File: src/rtl/dds_pkg.sv
// Shared constants and types for the DDS sweep sequencer.
// Register map, FSM state encoding and default widths.
package dds_pkg;

    localparam int ADDR_W_D  = 14;
    localparam int PHASE_W_D = 32;
    localparam int CNT_W_D   = 16;
    localparam int ROM_LAT_D = 1;

    localparam logic [2:0] REG_FTW_START = 3'd0;
    localparam logic [2:0] REG_FTW_STEP  = 3'd1;
    localparam logic [2:0] REG_N_STEPS   = 3'd2;
    localparam logic [2:0] REG_DWELL     = 3'd3;
    localparam logic [2:0] REG_OFS_B     = 3'd4;

    typedef enum logic [1:0] {
        IDLE = 2'd0,
        RUN  = 2'd1,
        DONE = 2'd2
    } state_t;

endpackage

File: src/rtl/dds_phase_acc.sv
// Phase accumulator with tuning-word step adder.
// Channel B address is channel A plus a fixed offset, wrapping.
module dds_phase_acc
    import dds_pkg::*;
#(
    parameter int ADDR_W  = ADDR_W_D,
    parameter int PHASE_W = PHASE_W_D
) (
    input  logic               clk,
    input  logic               rst,
    input  logic               i_load,
    input  logic               i_run,
    input  logic               i_step_en,
    input  logic [PHASE_W-1:0] i_ftw_start,
    input  logic [PHASE_W-1:0] i_ftw_step,
    input  logic [ADDR_W-1:0]  i_ofs_b,
    output logic [ADDR_W-1:0]  o_addr_a,
    output logic [ADDR_W-1:0]  o_addr_b
);

    logic [PHASE_W-1:0] r_acc;
    logic [PHASE_W-1:0] r_ftw;
    logic [ADDR_W-1:0]  w_addr_a;

    always_ff @(posedge clk) begin
        if (rst) begin
            r_acc <= '0;
            r_ftw <= '0;
        end else if (i_load) begin
            r_acc <= '0;
            r_ftw <= i_ftw_start;
        end else if (i_run) begin
            r_acc <= r_acc + r_ftw;
            if (i_step_en) begin
                r_ftw <= r_ftw + i_ftw_step;
            end
        end
    end

    // Accumulator only moves in RUN, so addresses hold while idle.
    assign w_addr_a = r_acc[PHASE_W-1 -: ADDR_W];
    assign o_addr_a = w_addr_a;
    assign o_addr_b = w_addr_a + i_ofs_b;

endmodule

File: src/rtl/dds_sweep_ctrl.sv
// DDS sweep sequencer: config/shadow registers, run FSM, dwell and
// step counters, and ROM-latency aligned sample valid.
module dds_sweep_ctrl
    import dds_pkg::*;
#(
    parameter int ADDR_W  = ADDR_W_D,
    parameter int PHASE_W = PHASE_W_D,
    parameter int CNT_W   = CNT_W_D,
    parameter int ROM_LAT = ROM_LAT_D
) (
    input  logic               clk,
    input  logic               rst,
    input  logic               cfg_we,
    input  logic [2:0]         cfg_addr,
    input  logic [PHASE_W-1:0] cfg_wdata,
    input  logic               start,
    input  logic               stop,
    output logic               busy,
    output logic               done,
    output logic [ADDR_W-1:0]  addr_a,
    output logic [ADDR_W-1:0]  addr_b,
    output logic               addr_valid,
    output logic               samp_valid
);

    state_t r_state;
    state_t w_state_nx;

    logic [PHASE_W-1:0] r_cfg_ftw_start;
    logic [PHASE_W-1:0] r_cfg_ftw_step;
    logic [CNT_W-1:0]   r_cfg_n_steps;
    logic [CNT_W-1:0]   r_cfg_dwell;
    logic [ADDR_W-1:0]  r_cfg_ofs_b;

    logic [PHASE_W-1:0] r_sh_ftw_step;
    logic [CNT_W-1:0]   r_sh_n_steps;
    logic [CNT_W-1:0]   r_sh_dwell;
    logic [ADDR_W-1:0]  r_sh_ofs_b;

    logic [CNT_W-1:0]   r_dwell_cnt;
    logic [CNT_W-1:0]   r_step_cnt;
    logic [ROM_LAT-1:0] r_sv;

    logic               w_accept;
    logic               w_run;
    logic [CNT_W-1:0]   w_dwell_eff;
    logic               w_dwell_last;
    logic               w_sweep;
    logic               w_term;
    logic               w_step_en;

    assign w_accept     = (r_state == IDLE) && start && !stop;
    assign w_run        = (r_state == RUN);
    assign w_dwell_eff  = (r_sh_dwell == '0) ? CNT_W'(1) : r_sh_dwell;
    assign w_dwell_last = (r_dwell_cnt == w_dwell_eff - CNT_W'(1));
    assign w_sweep      = (r_sh_n_steps != '0);
    assign w_term       = w_dwell_last && w_sweep &&
                          (r_step_cnt == r_sh_n_steps - CNT_W'(1));
    assign w_step_en    = w_run && w_dwell_last && w_sweep && !w_term;

    always_ff @(posedge clk) begin
        if (rst) begin
            r_cfg_ftw_start <= '0;
            r_cfg_ftw_step  <= '0;
            r_cfg_n_steps   <= '0;
            r_cfg_dwell     <= '0;
            r_cfg_ofs_b     <= '0;
        end else if (cfg_we) begin
            case (cfg_addr)
                REG_FTW_START: r_cfg_ftw_start <= cfg_wdata;
                REG_FTW_STEP:  r_cfg_ftw_step  <= cfg_wdata;
                REG_N_STEPS:   r_cfg_n_steps   <= cfg_wdata[CNT_W-1:0];
                REG_DWELL:     r_cfg_dwell     <= cfg_wdata[CNT_W-1:0];
                REG_OFS_B:     r_cfg_ofs_b     <= cfg_wdata[ADDR_W-1:0];
                default: ;
            endcase
        end
    end

    // Shadows sample the pre-write config when start and cfg_we coincide.
    always_ff @(posedge clk) begin
        if (rst) begin
            r_sh_ftw_step <= '0;
            r_sh_n_steps  <= '0;
            r_sh_dwell    <= '0;
            r_sh_ofs_b    <= '0;
        end else if (w_accept) begin
            r_sh_ftw_step <= r_cfg_ftw_step;
            r_sh_n_steps  <= r_cfg_n_steps;
            r_sh_dwell    <= r_cfg_dwell;
            r_sh_ofs_b    <= r_cfg_ofs_b;
        end
    end

    always_ff @(posedge clk) begin
        if (rst) begin
            r_state <= IDLE;
        end else begin
            r_state <= w_state_nx;
        end
    end

    always_comb begin
        w_state_nx = r_state;
        unique case (r_state)
            IDLE: begin
                if (start && !stop) w_state_nx = RUN;
            end
            RUN: begin
                if (stop)        w_state_nx = IDLE;
                else if (w_term) w_state_nx = DONE;
            end
            DONE:    w_state_nx = IDLE;
            default: w_state_nx = IDLE;
        endcase
    end

    always_ff @(posedge clk) begin
        if (rst) begin
            r_dwell_cnt <= '0;
            r_step_cnt  <= '0;
        end else if (w_accept) begin
            r_dwell_cnt <= '0;
            r_step_cnt  <= '0;
        end else if (w_run) begin
            r_dwell_cnt <= w_dwell_last ? '0 : r_dwell_cnt + CNT_W'(1);
            if (w_step_en) begin
                r_step_cnt <= r_step_cnt + CNT_W'(1);
            end
        end
    end

    always_ff @(posedge clk) begin
        if (rst) begin
            r_sv <= '0;
        end else begin
            r_sv[0] <= w_run;
            for (int i = 1; i < ROM_LAT; i++) begin
                r_sv[i] <= r_sv[i-1];
            end
        end
    end

    dds_phase_acc #(
        .ADDR_W  (ADDR_W),
        .PHASE_W (PHASE_W)
    ) u_phase_acc (
        .clk         (clk),
        .rst         (rst),
        .i_load      (w_accept),
        .i_run       (w_run),
        .i_step_en   (w_step_en),
        .i_ftw_start (r_cfg_ftw_start),
        .i_ftw_step  (r_sh_ftw_step),
        .i_ofs_b     (r_sh_ofs_b),
        .o_addr_a    (addr_a),
        .o_addr_b    (addr_b)
    );

    assign busy       = w_run;
    assign done       = (r_state == DONE);
    assign addr_valid = w_run;
    assign samp_valid = r_sv[ROM_LAT-1];

endmodule

File: config.mk
export PLATFORM = sky130hd
export DESIGN_NAME = dds_sweep_ctrl
export DESIGN_NICKNAME = d
export VERILOG_FILES = /design/src/rtl/dds_pkg.sv /design/src/rtl/dds_phase_acc.sv /design/src/rtl/dds_sweep_ctrl.sv
export SDC_FILE = /design/constraint.sdc
export NUM_CORES = 1
export LEC_CHECK = 0
export CORE_MARGIN = 2
export CORE_UTILIZATION = 40
export DETAILED_ROUTE_END_ITERATION = 16
export PLACE_DENSITY = 0.66
export SKIP_LAST_GASP = 1
export SLEW_MARGIN = 20
export SYNTH_ARGS = -nofsm -noshare
export SYNTH_HDL_FRONTEND = slang
export SYNTH_SLANG_ARGS = --single-unit
export TNS_END_PERCENT = 50
File: constraint.sdc
create_clock -name clk -period 4.2 [get_ports clk]
set_clock_uncertainty 0.15 [all_clocks]
set_input_delay 0.42 -clock clk [delete_from_list [all_inputs] [get_ports clk]]
set_output_delay 0.42 -clock clk [all_outputs]
set_load 0.005 [all_outputs]
# Word level (Yosys, flattened, before mapping)
# Index checks and enable logic that the tools add are counted.
[word_totals] regBits=287 word_cells=66 inputBits=40 output_inout_bits=32
[op_classes] n_reduce_logical=25 muxes=9 n_eq_ne=10 addsub=7
[ops] operator="$mux W32" count=3
[ops] operator="$add A32 B32 Y32" count=2
[ops] operator="$add A16 B1 Y16 const B" count=2
[ops] operator="$eq A16 B16 Y1" count=2
[ops] operator="$mux W16" count=2
[ops] operator="$sub A16 B1 Y16 const B" count=2
[ops] operator="$logic_not A16 Y1" count=1
[ops] operator="$reduce_and A2 Y1" count=8
[ops] operator="$reduce_bool A16 Y1" count=1
[ops] operator="$add A14 B14 Y14" count=1
[ops] operator="$logic_and A1 B1 Y1" count=8
[ops] operator="$eq A3 B2 Y1 const B" count=2
[ops] operator="$mux W2" count=3
[ops] operator="$pmux W2 S2" count=1
[ops] operator="$reduce_bool A2 Y1" count=2
[ops] operator="$eq A3 B1 Y1 const B" count=1
[ops] operator="$eq A3 B3 Y1 const B" count=1
[ops] operator="$logic_not A3 Y1" count=1
[ops] operator="$ne A3 B2 Y1 const B" count=1
[ops] operator="$eq A2 B1 Y1 const B" count=1
[ops] operator="$eq A2 B2 Y1 const B" count=1
[ops] operator="$logic_not A1 Y1" count=2
[ops] operator="$logic_not A2 Y1" count=1
[ops] operator="$ne A2 B1 Y1 const B" count=1
[ops] operator="$reduce_or A2 Y1" count=1

# Logic depth before layout (Yosys ltp)
[logic_depth] word_depth=11 depth_mapped=15 mapped_depth_nobuf=13

# Cells and area by module
# Synthesis repeated with hierarchy kept, for this count alone.
[unflattened] cells_unflattened=2034 hier_area_um2=15823.9
[modules_own_cells] mod="dds_sweep_ctrl" cells_per_inst=1211 area_per_inst_um2=9410.3 n_inst=1 seq_area_each_um2=4464.3
[modules_own_cells] mod="dds_phase_acc" cells_per_inst=823 area_per_inst_um2=6413.7 n_inst=1 seq_area_each_um2=1281.2

# Least setup slack after synthesis
# No wires, ideal clock.
[synth_path] path_kind="flip-flop to flip-flop" startpoint="register r_sh_dwell[13]" endpoint="register r_step_cnt[13]" t_arrival_ns=3.961 t_required_ns=3.979 stages_incl_launch_ff=16 slack_ns=0.019 setup_ns=0.071 n_path_buf=2 synth_period_minus_slack_ns=4.181 path_cell_list="dfxtp_1 > clkbuf_1 > or4_1 > nor3_1 > a21oi_1 > ha_1 > or3b_2 > or3_4 > a2111oi_4 > nand3_2 > nor4_4 > nand4_4 > or4_4 > buf_6 > or3_1 > a21oi_1"
[synth_via] elab_chain_cells=9 elab_cells_between_ends=11 cone_classes="add/sub (1); eq/ne (1); mux (1); reduce/logical (8)"
[synth_rtl] element="start, declared" line_no="dds_sweep_ctrl.sv:37" text="logic [CNT_W-1:0] r_sh_dwell;"
[synth_rtl] element="start signal, assigned" line_no="dds_sweep_ctrl.sv:90" text="r_sh_dwell <= r_cfg_dwell;"
[synth_rtl] element="$logic_not A16 Y1" line_no="dds_sweep_ctrl.sv:54" text="assign w_dwell_eff = (r_sh_dwell == '0) ? CNT_W'(1) : r_sh_dwell;"
[synth_rtl] element="$mux W16 *" line_no="dds_sweep_ctrl.sv:54"
[synth_rtl] element="$sub A16 B1 Y16 *" line_no="dds_sweep_ctrl.sv:55" text="assign w_dwell_last = (r_dwell_cnt == w_dwell_eff - CNT_W'(1));"
[synth_rtl] element="$eq A16 B16 Y1 *" line_no="dds_sweep_ctrl.sv:55"
[synth_rtl] element="$logic_and A1 B1 Y1 (2 in a row)" line_no="dds_sweep_ctrl.sv:57" text="assign w_term = w_dwell_last && w_sweep &&"
[synth_rtl] element="$logic_not A1 Y1" line_no="dds_sweep_ctrl.sv:59" text="assign w_step_en = w_run && w_dwell_last && w_sweep && !w_term;"
[synth_rtl] element="$logic_and A1 B1 Y1 *" line_no="dds_sweep_ctrl.sv:59"
[synth_rtl] element="$reduce_and A2 Y1 (no source line) *"
[synth_rtl] element="end signal, assigned" line_no="dds_sweep_ctrl.sv:128" text="r_step_cnt <= r_step_cnt + CNT_W'(1);"
[synth_rtl] element="end, declared" line_no="dds_sweep_ctrl.sv:41" text="logic [CNT_W-1:0] r_step_cnt;"
# Every way passes the cells marked *; elsewhere a longest branch is shown, timed or not.
# A chain may end at the register's enable or synchronous reset.

# Worst setup path after layout
[layout_path] startpoint="register r_sh_dwell[11]" endpoint="register u_phase_acc.r_ftw[30]"
[layout_via] elab_chain_cells=10 elab_cells_between_ends=12 cone_classes="add/sub (1); eq/ne (1); mux (1); reduce/logical (9)"
[layout_rtl] element="$logic_not A16 Y1" line_no="dds_sweep_ctrl.sv:54"
[layout_rtl] element="$mux W16 *" line_no="dds_sweep_ctrl.sv:54"
[layout_rtl] element="$sub A16 B1 Y16 *" line_no="dds_sweep_ctrl.sv:55"
[layout_rtl] element="$eq A16 B16 Y1 *" line_no="dds_sweep_ctrl.sv:55"
[layout_rtl] element="$logic_and A1 B1 Y1 (2 in a row)" line_no="dds_sweep_ctrl.sv:57"
[layout_rtl] element="$logic_not A1 Y1" line_no="dds_sweep_ctrl.sv:59"
[layout_rtl] element="$logic_and A1 B1 Y1 *" line_no="dds_sweep_ctrl.sv:59"
[layout_rtl] element="$reduce_bool A2 Y1 (no source line) *"
[layout_rtl] element="$reduce_and A2 Y1 (no source line) *"
[layout_rtl] element="end signal, assigned" line_no="dds_phase_acc.sv:31" text="r_ftw <= i_ftw_start;"
[layout_rtl] element="end signal, assigned" line_no="dds_phase_acc.sv:35" text="r_ftw <= r_ftw + i_ftw_step;"
[layout_rtl] element="end, declared" line_no="dds_phase_acc.sv:22" text="logic [PHASE_W-1:0] r_ftw;"
# Marks and branches as above.

==> results.txt <==
Status: completed
Asr flop ratio synth: 0%
Initial antenna violation count: 0
Final min period: 4.03 ns
First drt pass iteration count: 5
Layer with the highest usage: met2
Final setup viols: 0
Synth Warn #: 0
Finished Cell Area: 17600 sq um
Mapped cell area: 15300 sq um
PortBufs: 71
Fill cells: 3786
Clock transition at the registers of the reported paths: 0.06 ns
Die width: 200 um
Longest Clk Path Bufs: 3
Antenna diode count: 0
1st-iter DRT viols: 1023
Met2 usage: 37.4%
Worst vdd ir: 0.226 mV
Residual DRC count: 0
Syn nets: 2115
Met3 usage: 2.62%
Worst min path class: input port to flip-flop
Synth top area share: 37.6%
Vias: 14000
Setup Crit Path Kind: flip-flop to flip-flop
Count of cell types in the netlist: 76
Setup slack after layout: 0.172 ns
Drt wl/cell: 17.0 um
CP Max Fanout: 7
Slew Limit Headroom: 41.2%
PwrDens: 346 nW/um^2
CTS root buf: clkbuf_16
Kind of start point of the critical path: flip-flop
Non-Filler Instances: 2555
GP Congestion: 0.889
Synth area leader: dfxtp_1
Critical Path RT: 4.49 ns
Slew Limit Fails: 0
Max-Cap Viols: 0
Htree depth: 2
Synth Area in XOR/XNOR: 6.18%
Worst Tran Pin Value: 0.882 ns
Endpoints failing hold: 0
Final period util: 95.9%
Row cnt: 71
Seq. cell area: 5750 sq um
Chip height: 200 um
Post-route antenna net violation count: 0
Skew-Pair Late Insertion Delay: 0.51 ns
Synth Area in Compound Gates: 20.1%
Post-Place Worst Slack: 0.0367 ns
TritonCTS clock tree: yes
Most frequent cell after synthesis: nand2_1
Post-synthesis register bit count: 287
Critical path arrival: 4.32 ns
Post-Synth Simple-Gate Area: 24.2%
Mapped Cells: 1993
Remaining global-route overflow: 0
Pin count of the biggest net entering global routing: 93
Dominant cells by area after synthesis: dfxtp_1 38%, nand2_1 13%, a21oi_1 9.7%
Largest family of logic cells by synthesized area: simple AND/OR/NAND/NOR gates
Hold slack final: 0.167 ns
Pleak: 6.65 nW
Final HPWL DP: 30500 um
Floorplan core area: 37700 sq um
CP Capture Type: flip-flop
First-pass GRT wire length: 69400 um
Final wirelength: 43500 um
Tot GR Track Use: 21.8%
Initial Util: 40.6%
Post-synth top cells: 518 x nand2_1, 298 x a21oi_1, 287 x dfxtp_1
Met1 Usage GRT: 29.2%
Top-level port count: 72
Post-synthesis mux area share: 0.736%
Vias in the first global route: 13300
CTS buffer count: 34
Ys flop type: dfxtp_1
Area of the multi-input gates: 8960 sq um
DIE AREA: 39800 sq um
Sinks on Clock Net: 287
Setup_tns: 0 ns
Mean Syn Cell Area: 7.68 sq um
Placed Cells incl. Taps: 2496
Post-synth EDFFs: 0
Placed standard-cell area: 16500 sq um
Via/cell ratio: 5.49
Nets: 2145
RSZ-0062 raised after global routing: true
Adder-Cell Fraction of Synth Area: 6.85%
Synthesis-to-layout area growth: 15.3%
Register area share after synthesis: 37.6%
Achievable Freq: 248 MHz
Share of layout cells above drive strength 1: 6.85%
flip-flops by register name (all words and copies together) (netlist names), 16 cells and up:
register	flops
r_cfg_ftw_start	32
r_cfg_ftw_step	32
r_sh_ftw_step	32
u_phase_acc.r_acc	32
u_phase_acc.r_ftw	32
r_cfg_dwell	16
r_cfg_n_steps	16
r_dwell_cnt	16
r_sh_dwell	16
r_sh_n_steps	16
r_step_cnt	16
metal layers:
layer,up-vias,routed length (um)
met5,-,0
met4,0,846
met3,51,1760
met2,310,20700
met1,6704,20200
li1,6969,-
area by class of cell:
class | instances | area share (%)
multi-input combinational | 1549 | 50.8
sequential | 287 | 32.6
timing repair buffer | 110 | 5.91
clock buffer | 48 | 5.58
tap | 511 | 3.63
inverter | 41 | 0.873
clock inverter | 9 | 0.575
through the flow:
step                      utilization [%]  power, W
after floorplan                         -   0.00307
after global placement               43.7   0.00324
after detailed placement             43.7   0.00325
after CTS                            46.6   0.00614
after global routing                 46.8   0.00630
final                                46.8   0.00610
layout by cell type (no fill, tap or decap), types with 40 or more instances in the layout:
cell type and instances:
a21oi_1 295, clkdlybuf4s50_1 70, dfxtp_1 283, ha_1 78
inv_1 40, nand2_1 518, nor2_1 93, o21ai_0 56
xnor2_1 62, xor2_1 46
critical path, stage by stage, from the launching register on:
cell,delay (ns)
dfxtp_1,0.32
or3_1,0.20
nor3_4,0.07
a21oi_2,0.17
ha_2,0.22
or3b_2,0.49
or3_4,0.39
a2111oi_4,0.35
nand3_2,0.15
nor4_4,0.20
nand4_4,0.13
buf_4,0.18
or2_1,0.29
or4_1,0.52
o22ai_1,0.12
cells by family (layout without fill, tap and decap cells):
group	after synthesis	after routing
buffers and inverters	157	208
xor gates and xnor gates	108	108
adders and majority gates	82	82
AOI/OAI and AO/OA	519	519
and+or+nand+nor	829	829
muxes	11	11
DFF	287	287
final timing paths:
path                   from                     to  slack (ns)  depth (start not counted)
max          r_sh_dwell[11]  u_phase_acc.r_ftw[30]        0.17                         14
min                     rst        r_cfg_dwell[15]        0.17                          2
max reg2reg  r_sh_dwell[11]  u_phase_acc.r_ftw[30]        0.17                         14
min reg2reg  r_cfg_dwell[7]          r_sh_dwell[7]        0.29                          2
power by group:
group	internal, W	total, W	switching, W
Combinational	0.000136	0.000418	0.000283
Clock	0.00175	0.00291	0.00115
Sequential	0.00275	0.00278	0.0000219
Total	0.00464	0.00610	0.00146
what timing repair did:
action                     in CTS  in global routing
pin swaps                       0                  6
gates resized for setup         2                 19
setup endpoints to repair       2                 38
buffers inserted                0                  2
hold buffers                    0                  0
No activity file was read; power rests on OpenSTA's default activity.
